<file path="config.mk">
export PLATFORM = sky130hd
export DESIGN_NAME = cp0_exc_ctrl_flat
export DESIGN_NICKNAME = d
export VERILOG_FILES = /design/src/rtl/cp0_exc_ctrl_if.sv /design/src/rtl/cp0_exc_ctrl.sv /design/src/flat_wrapper.sv
export SDC_FILE = /design/constraint.sdc
export NUM_CORES = 1
export LEC_CHECK = 0
export CAP_MARGIN = 10
export CORE_AREA = 2 2 111 113
export CTS_BUF_LIST = sky130_fd_sc_hd__clkbuf_16
export DETAILED_ROUTE_END_ITERATION = 10
export DIE_AREA = 0 0 113 115
export SYNTH_ARGS = -nofsm -noshare
export SYNTH_HDL_FRONTEND = slang
export SYNTH_SLANG_ARGS = --single-unit
</file>
<file path="constraint.sdc">
create_clock -name clk -period 1.98 [get_ports clk]
set_input_delay 0.396 -clock clk [delete_from_list [all_inputs] [get_ports clk]]
set_output_delay 0.396 -clock clk [all_outputs]
set_load 0.03 [all_outputs]
</file>
<file path="src/rtl/cp0_exc_ctrl_if.sv">
// CP0 exception-controller bus: register access, exception entry/return and status outputs.
// master = pipeline side (drives requests), slave = the CP0 block.
// NUM_HWINT must match the NUM_HWINT of the cp0_exc_ctrl instance it connects to.
interface cp0_exc_ctrl_if #(
   parameter int NUM_HWINT = 6
);
   logic [NUM_HWINT-1:0] hwint;
   logic [4:0]           sel;
   logic                 wen;
   logic [31:0]          din;
   logic [31:0]          epc_in;
   logic                 exc_req;
   logic [4:0]           exc_code;
   logic                 eret;
   logic [31:0]          dout;
   logic [31:0]          epc_out;
   logic                 intreq;
   logic                 exc_take;

   modport master (
      output hwint, sel, wen, din, epc_in, exc_req, exc_code, eret,
      input  dout, epc_out, intreq, exc_take
   );

   modport slave (
      input  hwint, sel, wen, din, epc_in, exc_req, exc_code, eret,
      output dout, epc_out, intreq, exc_take
   );
endinterface

</file>
<file path="src/rtl/cp0_exc_ctrl.sv">
// CP0 exception/interrupt controller: SR, Cause, EPC, PRId; optional Count/Compare timer
// when CP0_EXC_CTRL_TIMER_EN is defined. Reads are combinational, updates on rising clk;
// hwint reaches Cause.IP one cycle later. No backpressure: entry is accepted whenever EXL=0.
module cp0_exc_ctrl #(
   parameter int          NUM_HWINT  = 6,
   parameter logic [31:0] PRID_VALUE = 32'h18061225
) (
   input logic          clk,
   input logic          rst,
   cp0_exc_ctrl_if.slave bus
);

   localparam logic [4:0] SEL_COUNT   = 5'd9;
   localparam logic [4:0] SEL_COMPARE = 5'd11;
   localparam logic [4:0] SEL_SR      = 5'd12;
   localparam logic [4:0] SEL_CAUSE   = 5'd13;
   localparam logic [4:0] SEL_EPC     = 5'd14;
   localparam logic [4:0] SEL_PRID    = 5'd15;

   logic [5:0]           im;
   logic                 exl;
   logic                 ie;
   logic [NUM_HWINT-1:0] ip_hw;
   logic [4:0]           exc_code_q;
   logic [31:0]          epc;
   logic [5:0]           ip;
   logic                 intreq;
   logic                 take;
   logic                 wr_sr;
   logic                 wr_epc;

`ifdef CP0_EXC_CTRL_TIMER_EN
   logic [31:0]          count;
   logic [31:0]          compare;
   logic                 timer_pend;
`endif

   assign wr_sr  = bus.wen && (bus.sel == SEL_SR);
   assign wr_epc = bus.wen && (bus.sel == SEL_EPC);

   // Visible IP field: registered hardware lines, timer pending folded into the top line.
   always_comb begin
      ip = '0;
      ip[NUM_HWINT-1:0] = ip_hw;
`ifdef CP0_EXC_CTRL_TIMER_EN
      ip[NUM_HWINT-1] = ip_hw[NUM_HWINT-1] | timer_pend;
`endif
   end

   // Interrupt request and entry acceptance come purely from registered state plus exc_req.
   assign intreq = (|(ip & im)) & ie & ~exl;
   assign take   = (intreq | bus.exc_req) & ~exl;

   assign bus.intreq   = intreq;
   assign bus.exc_take = take;
   assign bus.epc_out  = epc;

   // Main CP0 state: entry overrides mtc0 for EPC/EXL, eret overrides mtc0 for EXL.
   always_ff @(posedge clk) begin
      if (rst) begin
         im         <= '0;
         exl        <= 1'b0;
         ie         <= 1'b0;
         ip_hw      <= '0;
         exc_code_q <= '0;
         epc        <= '0;
      end else begin
         ip_hw <= bus.hwint;
         if (wr_sr) begin
            im  <= bus.din[15:10];
            exl <= bus.din[1];
            ie  <= bus.din[0];
         end
         if (wr_epc) begin
            epc <= bus.din;
         end
         if (bus.eret) begin
            exl <= 1'b0;
         end
         if (take) begin
            epc        <= bus.epc_in;
            exl        <= 1'b1;
            exc_code_q <= intreq ? 5'd0 : bus.exc_code;
         end
      end
   end

`ifdef CP0_EXC_CTRL_TIMER_EN
   // Free-running Count, Compare, and a sticky match flag that only a Compare write clears.
   always_ff @(posedge clk) begin
      if (rst) begin
         count      <= '0;
         compare    <= '0;
         timer_pend <= 1'b0;
      end else begin
         if (bus.wen && (bus.sel == SEL_COUNT)) begin
            count <= bus.din;
         end else begin
            count <= count + 32'd1;
         end
         if (bus.wen && (bus.sel == SEL_COMPARE)) begin
            compare    <= bus.din;
            timer_pend <= 1'b0;
         end else if (count == compare) begin
            timer_pend <= 1'b1;
         end
      end
   end
`endif

   // Combinational register read; unimplemented selects return zero.
   always_comb begin
      bus.dout = '0;
      case (bus.sel)
         SEL_SR:    bus.dout = {16'h0, im, 8'h0, exl, ie};
         SEL_CAUSE: bus.dout = {16'h0, ip, 3'b000, exc_code_q, 2'b00};
         SEL_EPC:   bus.dout = epc;
         SEL_PRID:  bus.dout = PRID_VALUE;
`ifdef CP0_EXC_CTRL_TIMER_EN
         SEL_COUNT:   bus.dout = count;
         SEL_COMPARE: bus.dout = compare;
`endif
         default:   bus.dout = '0;
      endcase
   end

endmodule

</file>
<file path="src/flat_wrapper.sv">
// flat-port wrapper written by rule: the top's interface ports become plain ports
module cp0_exc_ctrl_flat 
#(
   parameter int          NUM_HWINT  = 6,
   parameter logic [31:0] PRID_VALUE = 32'h18061225
)
  (clk, rst, bus_hwint, bus_sel, bus_wen, bus_din, bus_epc_in, bus_exc_req, bus_exc_code, bus_eret, bus_dout, bus_epc_out, bus_intreq, bus_exc_take);
  cp0_exc_ctrl_if #(.NUM_HWINT(NUM_HWINT)) bus_i ();
  input logic clk;
  input logic rst;
  input wire logic [$bits(bus_i.hwint)-1:0] bus_hwint;
  input wire logic [$bits(bus_i.sel)-1:0] bus_sel;
  input wire logic [$bits(bus_i.wen)-1:0] bus_wen;
  input wire logic [$bits(bus_i.din)-1:0] bus_din;
  input wire logic [$bits(bus_i.epc_in)-1:0] bus_epc_in;
  input wire logic [$bits(bus_i.exc_req)-1:0] bus_exc_req;
  input wire logic [$bits(bus_i.exc_code)-1:0] bus_exc_code;
  input wire logic [$bits(bus_i.eret)-1:0] bus_eret;
  output wire logic [$bits(bus_i.dout)-1:0] bus_dout;
  output wire logic [$bits(bus_i.epc_out)-1:0] bus_epc_out;
  output wire logic [$bits(bus_i.intreq)-1:0] bus_intreq;
  output wire logic [$bits(bus_i.exc_take)-1:0] bus_exc_take;
  assign bus_i.hwint = bus_hwint;
  assign bus_i.sel = bus_sel;
  assign bus_i.wen = bus_wen;
  assign bus_i.din = bus_din;
  assign bus_i.epc_in = bus_epc_in;
  assign bus_i.exc_req = bus_exc_req;
  assign bus_i.exc_code = bus_exc_code;
  assign bus_i.eret = bus_eret;
  assign bus_dout = bus_i.dout;
  assign bus_epc_out = bus_i.epc_out;
  assign bus_intreq = bus_i.intreq;
  assign bus_exc_take = bus_i.exc_take;
  cp0_exc_ctrl #(.NUM_HWINT(NUM_HWINT), .PRID_VALUE(PRID_VALUE)) u_core (.clk(clk), .rst(rst), .bus(bus_i));
endmodule
</file>
Yosys cells after proc, flatten, opt, wreduce, memory -nomap -nowiden --
Cells that the tools add are included.
Word-level totals: bits in latches 0, bits in writable memories 0, memories 0, word-level logic and storage cells 28, register bits 51, input port bits 85, output and inout bits 66, memory bits (read-only) 0
Operators by class: div/mod/pow operators 0, multiplexer cells 7, order comparisons 0, add/subtract/negate cells 0, shifts and indexed selects 0, $mul 0, bitwise operators 6, equality and inequality tests 4, reduce and logical (&&, ||, !) cells 5
Operators by type and width (number):
- $pmux 32 s4 | 1
- $mux 32 | 2
- $eq 5x4->1 const B | 4
- $and 6x6->6 | 1
- $reduce_or 6->1 | 1
- $mux 5 | 1
- $and 1x1->1 | 3
- $mux 1 | 3
- $reduce_bool 3->1 | 1
- $logic_and 1x1->1 | 2
- $reduce_bool 2->1 | 1
- $not 1->1 | 1
- $or 1x1->1 | 1

Longest topological paths before layout --
Gate-level depths: netlist (run 1).
word-level depth 7, mapped depth 7, gate-level depth less buffers 4

Worst setup path before layout (run 1) --
OpenSTA, ideal clock, no wires.
kind input to output, start input port bus_sel[1], end output port bus_dout[12], path slack -0.133 ns, stages 4, path buffers 2, required time 1.584 ns, arrival 1.717 ns, cells stage by stage buf_6 -> clkbuf_1 -> a211oi_1 -> a211oi_1
Between the ends: cells in the longest elaborated chain, start to end 2, elaborated cells on any way between the ends 5, classes of those cells 4 x eq/ne; 1 x mux
Ends and longest elaborated chain:
- start: declaration | line flat_wrapper.sv:12 | input wire logic [$bits(bus_i.sel)-1:0] bus_sel;
- $eq 5x4->1 | line cp0_exc_ctrl.sv:114 | case (bus.sel)
- $pmux 32 s4 (*) | line cp0_exc_ctrl.sv:114
- end: declaration | line flat_wrapper.sv:19 | output wire logic [$bits(bus_i.dout)-1:0] bus_dout;
Mark *: on every way between the ends. The rest lies on a longest branch, timed or not.

Worst setup path in the final report (run 1) --
start input port bus_exc_req, end output port bus_exc_take
Between the ends: cells in the longest elaborated chain, start to end 2
Ends and longest elaborated chain:
- start: declaration | line flat_wrapper.sv:16 | input wire logic [$bits(bus_i.exc_req)-1:0] bus_exc_req;
- $or 1x1->1 | line cp0_exc_ctrl.sv:52 | assign take = (intreq | bus.exc_req) & ~exl;
- $and 1x1->1 | line cp0_exc_ctrl.sv:52
- end: declaration | line flat_wrapper.sv:22 | output wire logic [$bits(bus_i.exc_take)-1:0] bus_exc_take;
Every way passes these cells.

==> results of run 1 <==
[power by group]
| part | switching [mW] | internal [mW] | leakage [nW] |
|---|---|---|---|
| Sequential | 0.0545 | 1.10 | 0.423 |
| Clock | 0.413 | 0.467 | 0.0674 |
| Combinational | 0.436 | 0.472 | 1.77 |
| Total | 0.903 | 2.04 | 2.26 |
[cell families after synthesis]
logic type / synth area share
flip-flops: 0.3143
buffers and inverters: 0.06741
AO/OA/AOI/OAI: 0.2762
multiplexers: 0.1387
AND/OR/NAND/NOR: 0.2034
[routing by layer]
layer | up-vias | wire length (um) | part of all wire | global-route usage
met5 | - | 0 | 0 | 0
met4 | 0 | 127 | 0.012 | 0.03984
met3 | 10 | 746 | 0.069 | 0.04323
met2 | 110 | 5338 | 0.49 | 0.2818
met1 | 1484 | 4646 | 0.43 | 0.1994
li1 | 1523 | - | - | -
[state kept, by name, summed over array words and instances, names as in the netlist]
signal / flops
u_core.exc_code_q: 5
u_core.im: 6
u_core.bus.epc_out: 32
u_core.ip: 6
u_core.exl: 1
u_core.ie: 1
[timing repair]
action	in CTS	in global routing
pin swaps	2	1
endpoints found under the setup margin	32	9
setup buffers	4	2
gates resized for setup	18	11
gates cloned	2	1
[synthesized netlist by cell type (2+ instances only)]
library cell | count | area share
nor2_1 | 95 | 0.11
dfxtp_1 | 51 | 0.31
mux2i_1 | 45 | 0.14
a2111oi_4 | 20 | 0.17
and3_1 | 14 | 0.027
nand2_1 | 14 | 0.016
a21oi_1 | 13 | 0.020
clkbuf_1 | 11 | 0.013
a2111oi_2 | 10 | 0.046
nor2b_1 | 7 | 0.013
buf_6 | 6 | 0.021
buf_2 | 4 | 0.0062
a22o_1 | 3 | 0.0081
a22oi_1 | 3 | 0.0069
and2b_1 | 3 | 0.0069
buf_12 | 3 | 0.018
o21ai_0 | 3 | 0.0046
a2111oi_1 | 2 | 0.0062
a211oi_1 | 2 | 0.0046
buf_1 | 2 | 0.0023
buf_4 | 2 | 0.0046
inv_1 | 2 | 0.0023
nand3b_1 | 2 | 0.0046
[worst max-delay path: cells and delay by family]
kind	cells	cell delay (ns)
and+or+nand+nor	2	0.38
AOI/OAI and AO/OA	1	0.14
buffers and inverters	3	0.62
[area by class of cell]
cell class                      count  area share
Multi-Input combinational cell    250      0.3919
Inverter                            2    0.001431
Clock inverter                      3    0.003817
Clock buffer                        5     0.02385
Tap cell                          147     0.03507
Timing Repair Buffer              189      0.3485
Sequential cell                    51      0.1954
[worst max path at each step]
| stage | from | endpoint | cells after the start |
|---|---|---|---|
| 2_1_floorplan | bus_sel[1] | bus_dout[3] | 5 |
| 5_1_grt | bus_exc_req | bus_exc_take | 6 |
| 4_1_cts | bus_exc_req | bus_exc_take | 6 |
| 3_3_place_gp | bus_sel[1] | bus_dout[4] | 6 |
| 6_report | bus_exc_req | bus_exc_take | 6 |
| 3_5_place_dp | bus_sel[1] | bus_dout[4] | 6 |
==> results.toml, run 1 <==
[sta]
finClkSkew_ns = 0.009332
worst_slack_ns = 0.05142
fin_setup_tns_ns = 0
final-hold-violation-count = 0
rsz0062_at_grt = "true"
whs_ns = 0.4653
drv_slew = 0
slew-limit-headroom = 0.6060
timing.fmax_mhz = 518.5
setup_viol = 0
min_period_over_period = 0.9740
post-route-min-period_ns = 1.929
worstMarginPinSlew_ns = 0.5910

[logic_synthesis]
syn-cell-area_mm2 = 0.003248
yosysSeqAreaShare = 0.3143
synth_seq_cells = 51
ys.flop_type = "dfxtp_1"
yosysUniqueCellTypes = 36
synth_area_per_cell_um2 = 9.843
synth_nets = 415
synth-warning-count = 0
synth_edf_count = 0
synthArstFlopShare = 0
synth_cells = 330

[place]
placed_area_mm2 = 0.004951
dp_cells = 630
io_buffer_count = 150
gp_congestion = 0.7753
pre_cts_ws_ns = -0.2594
hpwl_um = 7967

[outcome]
violations = "design-rule violations"
outcome = "finished, violations left"

[power_and_ir_drop]
cellPowerDensity_mw_per_mm2 = 560.5
irDropWorstVdd_v = 0.0002451
p_leak_nw = 2.259
p_total_mw = 2.940

[global_routing]
antenna_found_initial = 0
overflow = 0
grt_use_total = 0.1617
grt_pass1_vias = 3166
grt_max_degree = 35
grt_pass1_wl_um = 16560

[route]
initialDrtViolationCount = 166
viasPerCell = 4.833
drc = 9
totalWireLength_um = 10860
dr.pass1.iters = 7
vias = 3127
ant_nets = 0
wire_per_inst_um = 16.78

[clock_tree]
insertion_delay_ns = 0.30
cts_root_buf = "clkbuf_16"
cts_tree = "yes"
cts_buffer_depth = 2
clk_pin_slew_ns = 0.07
numCtsBuffers = 5
h-tree-depth = 2
cts.sinks = 51
cts_hold_buffers = 0

[finish]
antennaDiodeCount = 0
final_cell_mix = "110 x clkdlybuf4s50_1, 94 x nor2_1, 61 x buf_4"
fin_nets = 584
area_growth_pct = 61.48
drive_gt1_frac = 0.2600
final_util = 0.4441
n_fill_cell = 1156
ff_latch_area_mm2 = 0.001025
instances_no_fill = 647
multiInputGateArea_mm2 = 0.002056
layout_commonest_cell = "clkdlybuf4s50_1"
final_area_mm2 = 0.005245

[flow_run]
maxCapViolations = 0

[floorplan]
fp.dieH_um = 115
dieArea_mm2 = 0.01300
start_util = 0.2750
coreArea_mm2 = 0.01181
io_pins = 151
die_w_um = 113
fp-row-count = 40

[worst_setup_path]
path_cells = "clkdlybuf4s50_1, and2b_1, a21oi_4, and2_4, inv_1, buf_4"
cp-end-kind = "output port"
crit_fanout = 3
startpoint_type = "input port"
worstSetupPathType = "in -> out"
slowest_stage = "clkdlybuf4s50_1"
cp.arrival_ns = 1.53
cp.required_ns = 1.58
r2r-start = "u_core.ip[0]"
slowest_delay_ns = 0.42
r2r_cells = 7
rrSetupSlack_ns = 0.29
reg2reg_to = "u_core.bus.epc_out[25]"

[min_path]
whs_endpoint = "u_core.exc_code_q[0]"
hp-class = "reg -> reg"
whs_path_depth = 2
hp-start = "u_core.exc_code_q[0]"
Power figures use the tool's default switching activity.
==> run 2, diff against run 1 <==
Settings changed: CORE_AREA 2 2 111 113 to 2 2 94 96, DIE_AREA 0 0 113 115 to 0 0 96 98, PLACE_DENSITY from default to 0.76.
Clock period 1.98 ns to 2.5 ns, I/O delays scaled along.
==> results.toml, run 2 (same netlist as run 1, synthesis figures left out) <==
[sta]
finClkSkew_ns = 0.007018
worst_slack_ns = 0.07263
timing.fmax_mhz = 412.0
post-route-min-period_ns = 2.427
slew-limit-headroom = 0.4596
min_period_over_period = 0.9709
setup_viol = 0
drv_slew = 0
worstMarginPinSlew_ns = 0.8106
rsz0062_at_grt = "true"
final-hold-violation-count = 0

[worst_setup_path]
reg2reg_to = "u_core.bus.epc_out[2]"
rrSetupSlack_ns = 0.75
path_cells = "clkdlybuf4s50_1, and3b_1, buf_12, nand2_1, nor2_1, buf_4"
crit_fanout = 17
cp-end-kind = "output port"
worstSetupPathDepth = 6
r2r-start = "u_core.exl"
slowest_delay_ns = 0.48
path_buf_inv = 3
startpoint_type = "input port"
worstSetupPathType = "in -> out"
crit_family = "buffers and inverters"
cp.required_ns = 2.00
cp.arrival_ns = 1.93
r2r_cells = 5
slowest_stage = "clkdlybuf4s50_1"

[global_routing]
grt_max_degree = 44
grt_pass1_vias = 3095
grt_pass1_wl_um = 15170
overflow = 0
antenna_found_initial = 0
grt_use_total = 0.2046

[route]
viasPerCell = 5.179
totalWireLength_um = 9501
dr.pass1.iters = 4
ant_nets = 0
drc = 0
wire_per_inst_um = 16.21
initialDrtViolationCount = 89
vias = 3035

[finish]
largest_reg_flops = 32
n_fill_cell = 706
final_cell_mix = "116 x clkdlybuf4s50_1, 95 x nor2_1, 51 x dfxtp_1"
final_util = 0.5854
antennaDiodeCount = 0
drive_gt1_frac = 0.2029
area_growth_pct = 52.58
layout_commonest_cell = "clkdlybuf4s50_1"
fin_nets = 562

[clock_tree]
cts_root_buf = "clkbuf_16"
cts_tree = "yes"
cts.sinks = 51
numCtsBuffers = 5
cts_buffer_depth = 2
cts_hold_buffers = 0
h-tree-depth = 2
clk_pin_slew_ns = 0.06
insertion_delay_ns = 0.29

[min_path]
hp-start = "u_core.exc_code_q[3]"
whs_endpoint = "u_core.exc_code_q[3]"
whs_path_depth = 2
hp-class = "reg -> reg"

[place]
hpwl_um = 7166
io_buffer_count = 150
gp_congestion = 0.8046
pre_cts_ws_ns = 0.09454

[power_and_ir_drop]
p_leak_nw = 2.134
irDropWorstVdd_v = 0.0002528
p_total_mw = 2.446
cellPowerDensity_mw_per_mm2 = 493.5

[floorplan]
fp-row-count = 34
coreArea_mm2 = 0.008466
die_w_um = 96
fp.dieH_um = 98
start_util = 0.3837
io_pins = 151
dieArea_mm2 = 0.009408

[outcome]
outcome = "finished clean"

[flow_run]
maxCapViolations = 0
## run 2: cell types whose count changed in the layout (fill, tap and decap cells not counted), sizes merged
cell           previous run  this run
clkdlybuf4s50           110       116
dlygate4sd2               3         0
and2b                     4         3
inv                       2         3
clkinvlp                  1         0
bufbuf                    1         0
clkinv                    2         0
buf                      71        52
clkdlybuf4s15             1         0
bufinv                    0         2
clkbuf                    8         5
## run 2: metal layers
| metal | track usage | wire, um | vias up | part of all wire |
|---|---|---|---|---|
| met5 | 0 | 0 | - | 0 |
| met4 | 0.06923 | 212 | 0 | 0.022 |
| met2 | 0.3590 | 4731 | 115 | 0.50 |
| met1 | 0.2504 | 3986 | 1433 | 0.42 |
| li1 | - | - | 1472 | - |
| met3 | 0.03086 | 571 | 15 | 0.060 |
## run 2: layout make-up
type	count	area (um^2)	share of cell area
multi-input combinational	249	2011	0.4057
tap	108	135.1	0.02727
clock buffer	5	125.1	0.02525
sequential	51	1021	0.2060
clock inverter	3	63.81	0.01288
inverter	2	7.507	0.001515
timing repair buffer	168	1593	0.3214
## run 2: through the flow
| stage | hold WS [ns] | TNS (ns) | instances | instance area [um^2] |
|---|---|---|---|---|
| after floorplan | 0.4321 | 0 | 330 | 3248 |
| after global placement | 0.4408 | 0 | 576 | 4747 |
| after detailed placement | 0.4542 | 0 | 576 | 4747 |
| after CTS | 0.4633 | 0 | 584 | 4936 |
| after global routing | 0.4790 | -0.01587 | 586 | 4956 |
| final | 0.4614 | 0 | 586 | 4956 |
## run 2: timing repair
action	CTS	global route
gates resized for setup	0	2
setup endpoints to repair	0	7
buffers inserted	0	2
## run 2: worst max path at each step
stage,slack [ns],endpoint,from
6_report,0.07,bus_dout[27],bus_sel[3]
4_1_cts,0.07,bus_dout[17],bus_sel[3]
3_5_place_dp,0.09,bus_dout[11],bus_sel[1]
5_1_grt,-0.009,bus_dout[17],bus_sel[3]
2_1_floorplan,0.18,bus_dout[12],bus_sel[1]
3_3_place_gp,0.06,bus_dout[17],bus_sel[3]
## run 2: worst min-delay path, delay by kind of cell, from the launching register on
family           cells  cell delay, ns
AND/OR/NAND/NOR      1            0.05
flip-flops           1            0.31
AO/OA/AOI/OAI        1            0.05
## run 2: report_power, final
group	leakage, nW	switching [mW]	internal (mW)	total (mW)
Clock	0.0952	0.301	0.570	0.872
Combinational	1.62	0.325	0.337	0.662
Sequential	0.421	0.0432	0.869	0.912
Total	2.13	0.670	1.78	2.45
